`config.mk`:
```
export PLATFORM = sky130hd
export DESIGN_NAME = wb_write_port
export DESIGN_NICKNAME = d
export VERILOG_FILES = /design/src/rtl/wb_pkg.sv /design/src/rtl/wb_fifo.sv /design/src/rtl/wb_write_port.sv
export SDC_FILE = /design/constraint.sdc
export NUM_CORES = 1
export LEC_CHECK = 0
export BUFFER_PORTS_ARGS = -buffer_cell sky130_fd_sc_hd__buf_2
export CAP_MARGIN = 10
export CELL_PAD_IN_SITES_DETAIL_PLACEMENT = 1
export CELL_PAD_IN_SITES_GLOBAL_PLACEMENT = 2
export CORE_MARGIN = 2
export CORE_UTILIZATION = 30
export CTS_CLUSTER_DIAMETER = 30
export DETAILED_ROUTE_END_ITERATION = 10
export PLACE_DENSITY_LB_ADDON = 0.1
export SYNTH_ARGS = -nofsm -noshare
export SYNTH_HDL_FRONTEND = slang
export SYNTH_SLANG_ARGS = --single-unit
```
`constraint.sdc`:
```
create_clock -name clk -period 4.6 [get_ports clk]
set_clock_uncertainty 0.1 [all_clocks]
set_input_delay 0.92 -clock clk [delete_from_list [all_inputs] [get_ports clk]]
set_output_delay 0.92 -clock clk [all_outputs]
set_load 0.005 [all_outputs]
```
`src/rtl/wb_pkg.sv`:
```
// Shared types and widths for the register-file writeback port.
//   XLEN       : data width of a register
//   REG_W      : register index width
//   NREGS      : number of architectural registers
//   wb_entry_t : queued long-latency result (destination + data)
package wb_pkg;

  localparam int unsigned XLEN  = 32;
  localparam int unsigned REG_W = 5;
  localparam int unsigned NREGS = 32;

  typedef struct packed {
    logic [REG_W-1:0] rd;
    logic [XLEN-1:0]  data;
  } wb_entry_t;

  // One-hot register mask for a destination index.
  function automatic logic [NREGS-1:0] reg_onehot(input logic [REG_W-1:0] r);
    reg_onehot = NREGS'(1) << r;
  endfunction

endpackage

```
`src/rtl/wb_fifo.sv`:
```
// Small circular FIFO of long-latency writeback entries.
// Ports:
//   clk, reset        : clock, synchronous active-high reset (flushes all entries)
//   push, push_entry  : enqueue request and payload (ignored when full)
//   pop               : dequeue head (ignored when empty)
//   head              : current head entry
//   full, empty       : occupancy flags
//   ent_vld, ent_rd   : per-slot valid bit and destination, for the pending mask
module wb_fifo
  import wb_pkg::*;
#(
  parameter int unsigned DEPTH = 4
) (
  input  logic                        clk,
  input  logic                        reset,
  input  logic                        push,
  input  wb_entry_t                   push_entry,
  input  logic                        pop,
  output wb_entry_t                   head,
  output logic                        full,
  output logic                        empty,
  output logic [DEPTH-1:0]            ent_vld,
  output logic [DEPTH-1:0][REG_W-1:0] ent_rd
);

  localparam int unsigned PTR_W = $clog2(DEPTH);

  wb_entry_t        mem [DEPTH];
  logic [DEPTH-1:0] vld;
  logic [DEPTH-1:0] vld_n;
  logic [PTR_W-1:0] wr_ptr;
  logic [PTR_W-1:0] rd_ptr;
  logic             push_ok;
  logic             pop_ok;

  // Occupancy is tracked per slot so the pending mask needs no pointer math.
  assign full  = &vld;
  assign empty = ~|vld;

  always_comb begin
    push_ok = push && !full;
    pop_ok  = pop && !empty;
    vld_n   = vld;
    if (pop_ok)  vld_n[rd_ptr] = 1'b0;
    if (push_ok) vld_n[wr_ptr] = 1'b1;
  end

  // Pointers and valid bits.
  always_ff @(posedge clk) begin
    if (reset) begin
      wr_ptr <= '0;
      rd_ptr <= '0;
      vld    <= '0;
    end else begin
      if (push_ok) wr_ptr <= wr_ptr + PTR_W'(1);
      if (pop_ok)  rd_ptr <= rd_ptr + PTR_W'(1);
      vld <= vld_n;
    end
  end

  // Payload storage; contents are meaningless unless the slot is valid.
  always_ff @(posedge clk) begin
    if (push_ok) mem[wr_ptr] <= push_entry;
  end

  assign head    = mem[rd_ptr];
  assign ent_vld = vld;

  for (genvar g = 0; g < DEPTH; g++) begin : g_ent
    assign ent_rd[g] = mem[g].rd;
  end

endmodule

```
`src/rtl/wb_write_port.sv`:
```
// Register-file write port arbiter: merges in-order pipeline writeback with a
// buffered long-latency result stream, one registered write per cycle, and
// raises wb_stall when a queued result has waited too long.
// Optional feature: define WB_BYPASS_EN to add write-first read forwarding.
// Ports:
//   clk, reset                 : clock, synchronous active-high reset
//   wb_valid, wb_rd, wb_data   : pipeline writeback (always accepted)
//   ll_valid, ll_ready, ll_rd, ll_data : long-latency result handshake
//   wb_stall                   : registered; pipeline must hold off while high
//   pending                    : mask of registers targeted by queued entries
//   RegWrite, A3, WD3          : registered regfile write port
//   fwd_a1/a2, rf_rd1/rd2, fwd_rd1/rd2 : bypass read path (WB_BYPASS_EN only)
module wb_write_port
  import wb_pkg::*;
#(
  parameter int unsigned DEPTH      = 4,
  parameter int unsigned STARVE_MAX = 8
) (
  input  logic             clk,
  input  logic             reset,
  input  logic             wb_valid,
  input  logic [REG_W-1:0] wb_rd,
  input  logic [XLEN-1:0]  wb_data,
  input  logic             ll_valid,
  output logic             ll_ready,
  input  logic [REG_W-1:0] ll_rd,
  input  logic [XLEN-1:0]  ll_data,
  output logic             wb_stall,
  output logic [NREGS-1:0] pending,
  output logic             RegWrite,
  output logic [REG_W-1:0] A3,
  output logic [XLEN-1:0]  WD3
`ifdef WB_BYPASS_EN
  ,
  input  logic [REG_W-1:0] fwd_a1,
  input  logic [REG_W-1:0] fwd_a2,
  input  logic [XLEN-1:0]  rf_rd1,
  input  logic [XLEN-1:0]  rf_rd2,
  output logic [XLEN-1:0]  fwd_rd1,
  output logic [XLEN-1:0]  fwd_rd2
`endif
);

  localparam int unsigned CNT_W = (STARVE_MAX > 1) ? $clog2(STARVE_MAX) : 1;
  localparam logic [CNT_W-1:0] CNT_LAST = CNT_W'(STARVE_MAX - 1);

  wb_entry_t                   head;
  wb_entry_t                   push_entry;
  logic                        fifo_full;
  logic                        fifo_empty;
  logic [DEPTH-1:0]            ent_vld;
  logic [DEPTH-1:0][REG_W-1:0] ent_rd;
  logic                        ll_push;
  logic                        issue_wb;
  logic                        issue_ll;
  logic                        reg_write_n;
  logic [REG_W-1:0]            a3_n;
  logic [XLEN-1:0]             wd3_n;
  logic [CNT_W-1:0]            starve_cnt;
  logic [CNT_W-1:0]            cnt_n;
  logic                        stall_n;

  assign push_entry = '{rd: ll_rd, data: ll_data};

  wb_fifo #(.DEPTH(DEPTH)) u_fifo (
    .clk        (clk),
    .reset      (reset),
    .push       (ll_push),
    .push_entry (push_entry),
    .pop        (issue_ll),
    .head       (head),
    .full       (fifo_full),
    .empty      (fifo_empty),
    .ent_vld    (ent_vld),
    .ent_rd     (ent_rd)
  );

  // Arbitration, handshake and next-state for output regs and starvation logic.
  always_comb begin
    issue_wb    = wb_valid && (wb_rd != '0);
    issue_ll    = !issue_wb && !fifo_empty;
    ll_ready    = !fifo_full && !reset;
    // x0 results complete the handshake but are never queued.
    ll_push     = ll_valid && ll_ready && (ll_rd != '0);
    reg_write_n = 1'b0;
    a3_n        = A3;
    wd3_n       = WD3;
    cnt_n       = starve_cnt;
    stall_n     = wb_stall;

    if (issue_wb) begin
      reg_write_n = 1'b1;
      a3_n        = wb_rd;
      wd3_n       = wb_data;
    end else if (issue_ll) begin
      reg_write_n = 1'b1;
      a3_n        = head.rd;
      wd3_n       = head.data;
    end

    // Counter saturates so a misbehaving pipeline cannot wrap it back to zero.
    if (fifo_empty || issue_ll) begin
      cnt_n = '0;
    end else if (starve_cnt != CNT_LAST) begin
      cnt_n = starve_cnt + CNT_W'(1);
    end

    if (issue_ll) begin
      stall_n = 1'b0;
    end else if (!fifo_empty && (starve_cnt == CNT_LAST)) begin
      stall_n = 1'b1;
    end
  end

  always_ff @(posedge clk) begin
    if (reset) begin
      RegWrite   <= 1'b0;
      A3         <= '0;
      WD3        <= '0;
      wb_stall   <= 1'b0;
      starve_cnt <= '0;
    end else begin
      RegWrite   <= reg_write_n;
      A3         <= a3_n;
      WD3        <= wd3_n;
      wb_stall   <= stall_n;
      starve_cnt <= cnt_n;
    end
  end

  // Entries stay in the mask through the cycle they are popped.
  always_comb begin
    pending = '0;
    for (int unsigned i = 0; i < DEPTH; i++) begin
      if (ent_vld[i]) pending = pending | reg_onehot(ent_rd[i]);
    end
  end

`ifdef WB_BYPASS_EN
  // Write-first reads: a read of the register being committed sees the new value.
  assign fwd_rd1 = (RegWrite && (A3 != '0) && (A3 == fwd_a1)) ? WD3 : rf_rd1;
  assign fwd_rd2 = (RegWrite && (A3 != '0) && (A3 == fwd_a2)) ? WD3 : rf_rd2;
`endif

  a_no_wb_during_stall: assert property (@(posedge clk) disable iff (reset)
    !(wb_valid && wb_stall));

endmodule

```
==> results of run 1 <==
## worst max-delay path, delay by kind of cell (launching register included)
kind / cells / cell delay (ns)
simple gates: 1 / 0.70
flops: 1 / 0.50
compound gates: 2 / 0.32
buf+inv: 2 / 0.27
## state kept, by name (all words and copies together) (netlist names), named ones only
| name | flops |
|---|---|
| A3 | 5 |
| RegWrite | 1 |
| WD3 | 32 |
| starve_cnt | 3 |
| u_fifo.ent_vld | 4 |
| u_fifo.mem | 148 |
| u_fifo.rd_ptr | 2 |
| u_fifo.wr_ptr | 2 |
| wb_stall | 1 |
## power by group through the flow
| stage | Clock [mW] | Sequential (mW) | Combinational [mW] |
|---|---|---|---|
| after floorplan | 0 | 2.08 | 0.261 |
| after global placement | 0 | 2.12 | 0.397 |
| after detailed placement | 0 | 2.13 | 0.408 |
| after CTS | 1.53 | 2.08 | 0.409 |
| after global routing | 1.60 | 2.10 | 0.443 |
| final | 1.50 | 2.08 | 0.400 |
## path summary, 6_finish.rpt
check                           depth (start not counted)                end              start  slack [ns]
worst min register to register                          2            WD3[22]            WD3[22]        0.44
worst max register to register                          3  u_fifo.mem[3][36]  u_fifo.ent_vld[2]        2.04
worst max-delay path                                    5         pending[2]  u_fifo.mem[1][34]        1.36
worst min-delay path                                    2            WD3[22]            WD3[22]        0.44
## per-layer routing
metal	routed length [um]	part of all wire	up-vias
met5	7	0.00028	-
met4	337	0.014	2
met3	1310	0.053	26
met2	12000	0.49	171
met1	11100	0.45	3009
li1	-	-	2693
## stage by stage
step | utilization | cell area (um2) | worst slack (ns) | power (mW) | instances
global placement | 0.345 | 9630 | 1.45 | 2.52 | 1109
finish | 0.366 | 10200 | 1.36 | 3.98 | 1142
CTS | 0.366 | 10200 | 1.40 | 4.02 | 1141
global route | 0.366 | 10200 | 1.17 | 4.14 | 1141
floorplan | - | 8540 | 1.69 | 2.34 | 623
detailed placement | 0.345 | 9630 | 1.36 | 2.53 | 1109
## cells by family (layout without fill, tap and decap cells)
| family | count (synthesis) | in the layout | synth area share |
|---|---|---|---|
| flops | 200 | 200 | 0.642 |
| compound gates | 185 | 185 | 0.138 |
| simple gates | 131 | 131 | 0.0734 |
| buf+inv | 54 | 194 | 0.0268 |
| mux | 41 | 41 | 0.103 |
| fa+ha+maj | 10 | 10 | 0.0146 |
| xor+xnor | 2 | 2 | 0.00205 |
| other cells | 0 | 1 | 0 |
## final cells by class
cell class,instances,share of cell area
tap,378,0.0462
inverter,9,0.00330
clock buffer,17,0.0416
sequential,200,0.536
antenna,1,0.000244
timing repair buffer,153,0.0758
clock inverter,15,0.0174
multi-input combinational,369,0.279
## layout by cell type, fill, tap and decap left out, drive strengths merged, types with 2 or more instances in the layout
master	netlist	routed
nand4	2	2
o221ai	30	30
a31o	4	4
mux2i	2	2
buf	17	153
dfxtp	52	52
or4	2	2
or3	3	3
o22a	3	3
a21oi	74	74
inv	9	17
nor4	4	4
nand3	10	10
nand2b	10	10
ha	10	10
nor3	4	4
o21ai	36	36
or2	3	3
clkbuf	28	17
clkinv	0	7
mux4	37	37
nand2	54	54
a211oi	2	2
nor2b	11	11
edfxtp	148	148
and2	7	7
nor2	21	21
a22oi	29	29
mux2	2	2
==> results.json, run 1 <==
{
  "netsw_mw": 1.05,
  "postSynthCellCount": 623,
  "track_usage": 0.168,
  "clk-insertion-delay-late_ns": 0.44,
  "firstDrtPassIters": 5,
  "groute.layer.met3.usage": 0.0354,
  "holdWs_ns": 0.436,
  "groute.layer.met2.usage": 0.279,
  "crit_path_start_kind": "flip-flop",
  "worst_path_maximum_fanout": 8,
  "detail_route.drc_violations": 0,
  "arrival_ns": 2.22,
  "cpPeakStageDelay_ns": 0.70,
  "fillers": 2991,
  "flow.area_growth_from_synthesis_pct": 19.8,
  "hold_path.class": "reg2reg",
  "route.antenna.remaining_nets": 0,
  "post_cts.repair.setup_buffers": 0,
  "grt_first_pass_wirelength_um": 38300,
  "power_density_nw_per_um2": 389,
  "first_global_vias": 6418,
  "first_iter_violations": 398,
  "drv_slew": 0,
  "ys_seq_elements": 200,
  "multiInputGateArea_um2": 2860,
  "comb_power_share": 0.101,
  "timing.fmax_ghz": 0.309,
  "finalWorstPathRequiredPeriod_ns": 3.24,
  "grtUsageMet1": 0.221,
  "internal_power_mw": 2.92,
  "viasPerCell": 5.17,
  "swShare": 0.265,
  "synth_cell_types": 45,
  "critPathSlowestCell": "nor2b_1",
  "placement_rows": 61,
  "postCtsHoldBufs": 0,
  "cts-root-to-sink-buffers": 2,
  "core_um2": 27900,
  "num-nets-final": 838,
  "synth-edff-count": 148,
  "clkSlewWorstSetupHoldPaths_ns": 0.08,
  "antenna_found_initial": 1,
  "synth_top_cell_area_share": 0.520,
  "die_area_um2": 29800,
  "gp_congestion": 0.813,
  "clock_power_share": 0.376,
  "leakage_nw": 3.57,
  "detail_route.wirelength_um": 24700,
  "syn-num-nets": 711,
  "h-tree-depth": 4,
  "global_route.peak_usage_layer": "met2",
  "cts.root.buffer_cell": "clkbuf_16",
  "critical_path_class": "reg2out",
  "die-height_um": 173,
  "final-hold-violation-count": 0,
  "yosysWarningCount": 0,
  "cts_tree": "built",
  "worstSetupEndpointType": "output pin",
  "ioPinCount": 150,
  "synth_sequential_area_ratio": 0.642,
  "cts_num_sinks": 200,
  "vdd_ir_drop_max_uv": 193,
  "yosys.cell_count.top_type": "edfxtp_1",
  "path_cells": "nor2b_1, inv_1, o22a_1, o221ai_1, buf_2",
  "fp.dieW_um": 173,
  "initial_utilization": 0.306,
  "post_cts_resize_count": 0,
  "globalRouteOverflowTotal": 0,
  "post_drt_wl_per_cell_um": 21.6,
  "finalCritPeriodShare": 0.704,
  "vias": 5901,
  "power.sequential.fraction": 0.523,
  "ys.flop_type": "edfxtp_1",
  "synth_area_leader_cell": "edfxtp_1",
  "tightest_slew_ns": 1.09,
  "port_buffers": 149,
  "worst_slew_margin_rel": 0.270,
  "synth_area_um2": 8540,
  "timing.critical_path.required_ns": 3.58,
  "dp.final_hpwl_um": 16600,
  "setup_viol": 0,
  "synth_top_cells_by_count": "148 x edfxtp_1, 74 x a21oi_1, 54 x nand2_1, 52 x dfxtp_1, 37 x mux4_2",
  "grt_setup_unrepaired": "no",
  "cts_inserted_buffers": 17,
  "drv_cap": 0,
  "postSynth.asyncResetShare": 0,
  "seq_area_um2": 5490,
  "run_status": "finished clean",
  "drive_above_1_share": 0.312,
  "final_layout_setup_total_negative_slack_ns": 0,
  "ys_top_cells_by_area": "edfxtp_1 52%, dfxtp_1 12%, mux4_2 9.8%",
  "synth_area_per_cell_um2": 13.7,
  "grt_start_max_net_pins": 49
}
No activity file was read; power rests on OpenSTA's default activity.
==> inputs of run 2 (changes only) <==
==> constraint.sdc (replaced) <==
create_clock -name clk -period 3.1 [get_ports clk]
set_clock_uncertainty 0.1 [all_clocks]
set_input_delay 0.62 -clock clk [delete_from_list [all_inputs] [get_ports clk]]
set_output_delay 0.62 -clock clk [all_outputs]
set_load 0.005 [all_outputs]
==> results.json, run 2 (synthesis results as in run 1) <==
{
  "worst_path_maximum_fanout": 6,
  "final_cell_area_um2": 10300,
  "h-tree-depth": 4,
  "flow.area_growth_from_synthesis_pct": 21.0,
  "power.sequential.fraction": 0.524,
  "antenna_cells": 0,
  "detail_route.drc_violations": 0,
  "firstDrtPassIters": 5,
  "timing.fmax_ghz": 0.357,
  "viasPerCell": 5.12,
  "vdd_ir_drop_max_uv": 272,
  "die-height_um": 173,
  "placement_rows": 61,
  "place_inst": 1121,
  "dp.final_hpwl_um": 17700,
  "cts_inserted_buffers": 17,
  "detail_route.wirelength_um": 24900,
  "leakage_nw": 3.63,
  "worst_path_setup_slack_after_routing_ns": 0.300,
  "arrival_ns": 2.08,
  "crit-reg2reg-launch": "u_fifo.ent_vld[2]",
  "worstSetupEndpointType": "output pin",
  "core_um2": 27900,
  "grt_first_pass_wirelength_um": 38800,
  "gp_congestion": 0.765,
  "antenna_found_initial": 0,
  "final_common_cell": "buf_2",
  "hold_path.class": "in2reg",
  "placement.setup.worst_slack_ns": 0.479,
  "internal_power_mw": 4.38,
  "grt_setup_unrepaired": "no",
  "cts_tree": "built",
  "worst_hold_startpoint": "ll_data[22]",
  "globalRouteOverflowTotal": 0,
  "setup_viol": 0,
  "netsw_mw": 1.47,
  "vias": 5903,
  "final-hold-violation-count": 0,
  "final_std_cells_w_o_fill": 1153,
  "clk-insertion-delay-late_ns": 0.42,
  "post_drt_wl_per_cell_um": 21.6,
  "fp.dieW_um": 173,
  "track_usage": 0.169,
  "finalCritPeriodShare": 0.903,
  "largestRegisters": "u_fifo.mem: 148 flops, WD3: 32 flops, A3: 5 flops",
  "num-nets-final": 850,
  "drive_above_1_share": 0.320,
  "most-common-layout-cells": "149 x buf_2, 148 x edfxtp_1, 74 x a21oi_1",
  "comb_power_share": 0.108,
  "startpoint_of_the_worst_setup_timing_path": "u_fifo.ent_vld[3]",
  "drv_slew": 0,
  "number_of_flip_flops_under_the_largest_register_name": 148,
  "max_flop_register": "u_fifo.mem",
  "first_iter_violations": 363,
  "worst_slew_margin_rel": 0.394,
  "postCtsHoldBufs": 0,
  "port_buffers": 149,
  "finalWorstPathRequiredPeriod_ns": 2.80,
  "swShare": 0.251,
  "clock_power_share": 0.368,
  "route.antenna.remaining_nets": 0,
  "initial_utilization": 0.306,
  "die_area_um2": 29800,
  "tightest_slew_ns": 0.908,
  "drv_cap": 0,
  "post_cts_resize_count": 0,
  "cts_num_sinks": 200,
  "timing.critical_path.required_ns": 2.38,
  "postPlaceCellArea_um2": 9770,
  "cts-root-to-sink-buffers": 2,
  "crit_path_start_kind": "flip-flop",
  "cts.root.buffer_cell": "clkbuf_16",
  "clkSlewWorstSetupHoldPaths_ns": 0.07,
  "post_cts.repair.setup_buffers": 0,
  "power_density_nw_per_um2": 566,
  "grt_start_max_net_pins": 42,
  "critical_path_class": "reg2out",
  "first_global_vias": 6425,
  "run_status": "finished clean",
  "ioPinCount": 150,
  "final_layout_setup_total_negative_slack_ns": 0
}
==> run 2: changes by cell type in the layout (fill, tap and decap cells not counted), sizes merged <==
cell and change:
diode -1, buf +12, bufinv +1, clkinvlp +1
clkinv +1, inv -3
==> run 2: power by group through the flow <==
stage / logic, mW / clock network, mW / registers, mW
final: 0.632 / 2.16 / 3.07
after global routing: 0.705 / 2.31 / 3.08
after CTS: 0.650 / 2.22 / 3.07
after detailed placement: 0.647 / 0 / 3.13
after global placement: 0.633 / 0 / 3.12
after floorplan: 0.387 / 0 / 3.09
==> run 2: path summary, 6_finish.rpt <==
path,slack [ns],end,cells after the start
worst max-delay path,0.30,pending[6],5
worst min-delay path,0.31,u_fifo.mem[2][22],1
worst max register to register,0.70,u_fifo.mem[0][13],4
worst min register to register,0.42,wb_stall,2
==> run 2: final cells by class <==
class                   count  area (um2)
clock buffers              17         425
fillers                  2999       17600
multi-input cells         369        2860
flip-flops and latches    200        5490
well taps                 378         473
inverters                   9        33.8
repair buffers            165         916
clock inverters            15         145
==> run 2: stage by stage <==
| stage | power (mW) | hold slack, ns | util |
|---|---|---|---|
| floorplan | 3.48 | 0.401 | - |
| global placement | 3.76 | 0.414 | 0.350 |
| detailed placement | 3.78 | 0.418 | 0.350 |
| CTS | 5.93 | 0.284 | 0.370 |
| global route | 6.10 | 0.291 | 0.370 |
| finish | 5.85 | 0.306 | 0.370 |
==> run 2: critical path, stage by stage (launching register included) <==
cell	delay, ns
dfxtp_1	0.52
nand2b_1	0.19
or3_1	0.47
o22a_1	0.23
o221ai_1	0.08
buf_2	0.16
==> run 2: routing by layer <==
metal,up-vias,wire [um],share of wire,track usage
met1,3008,11600,0.47,0.231
met3,14,1060,0.043,0.0321
met5,-,0,0,0
li1,2721,-,-,-
met4,0,207,0.0083,0.0441
met2,160,12000,0.48,0.277
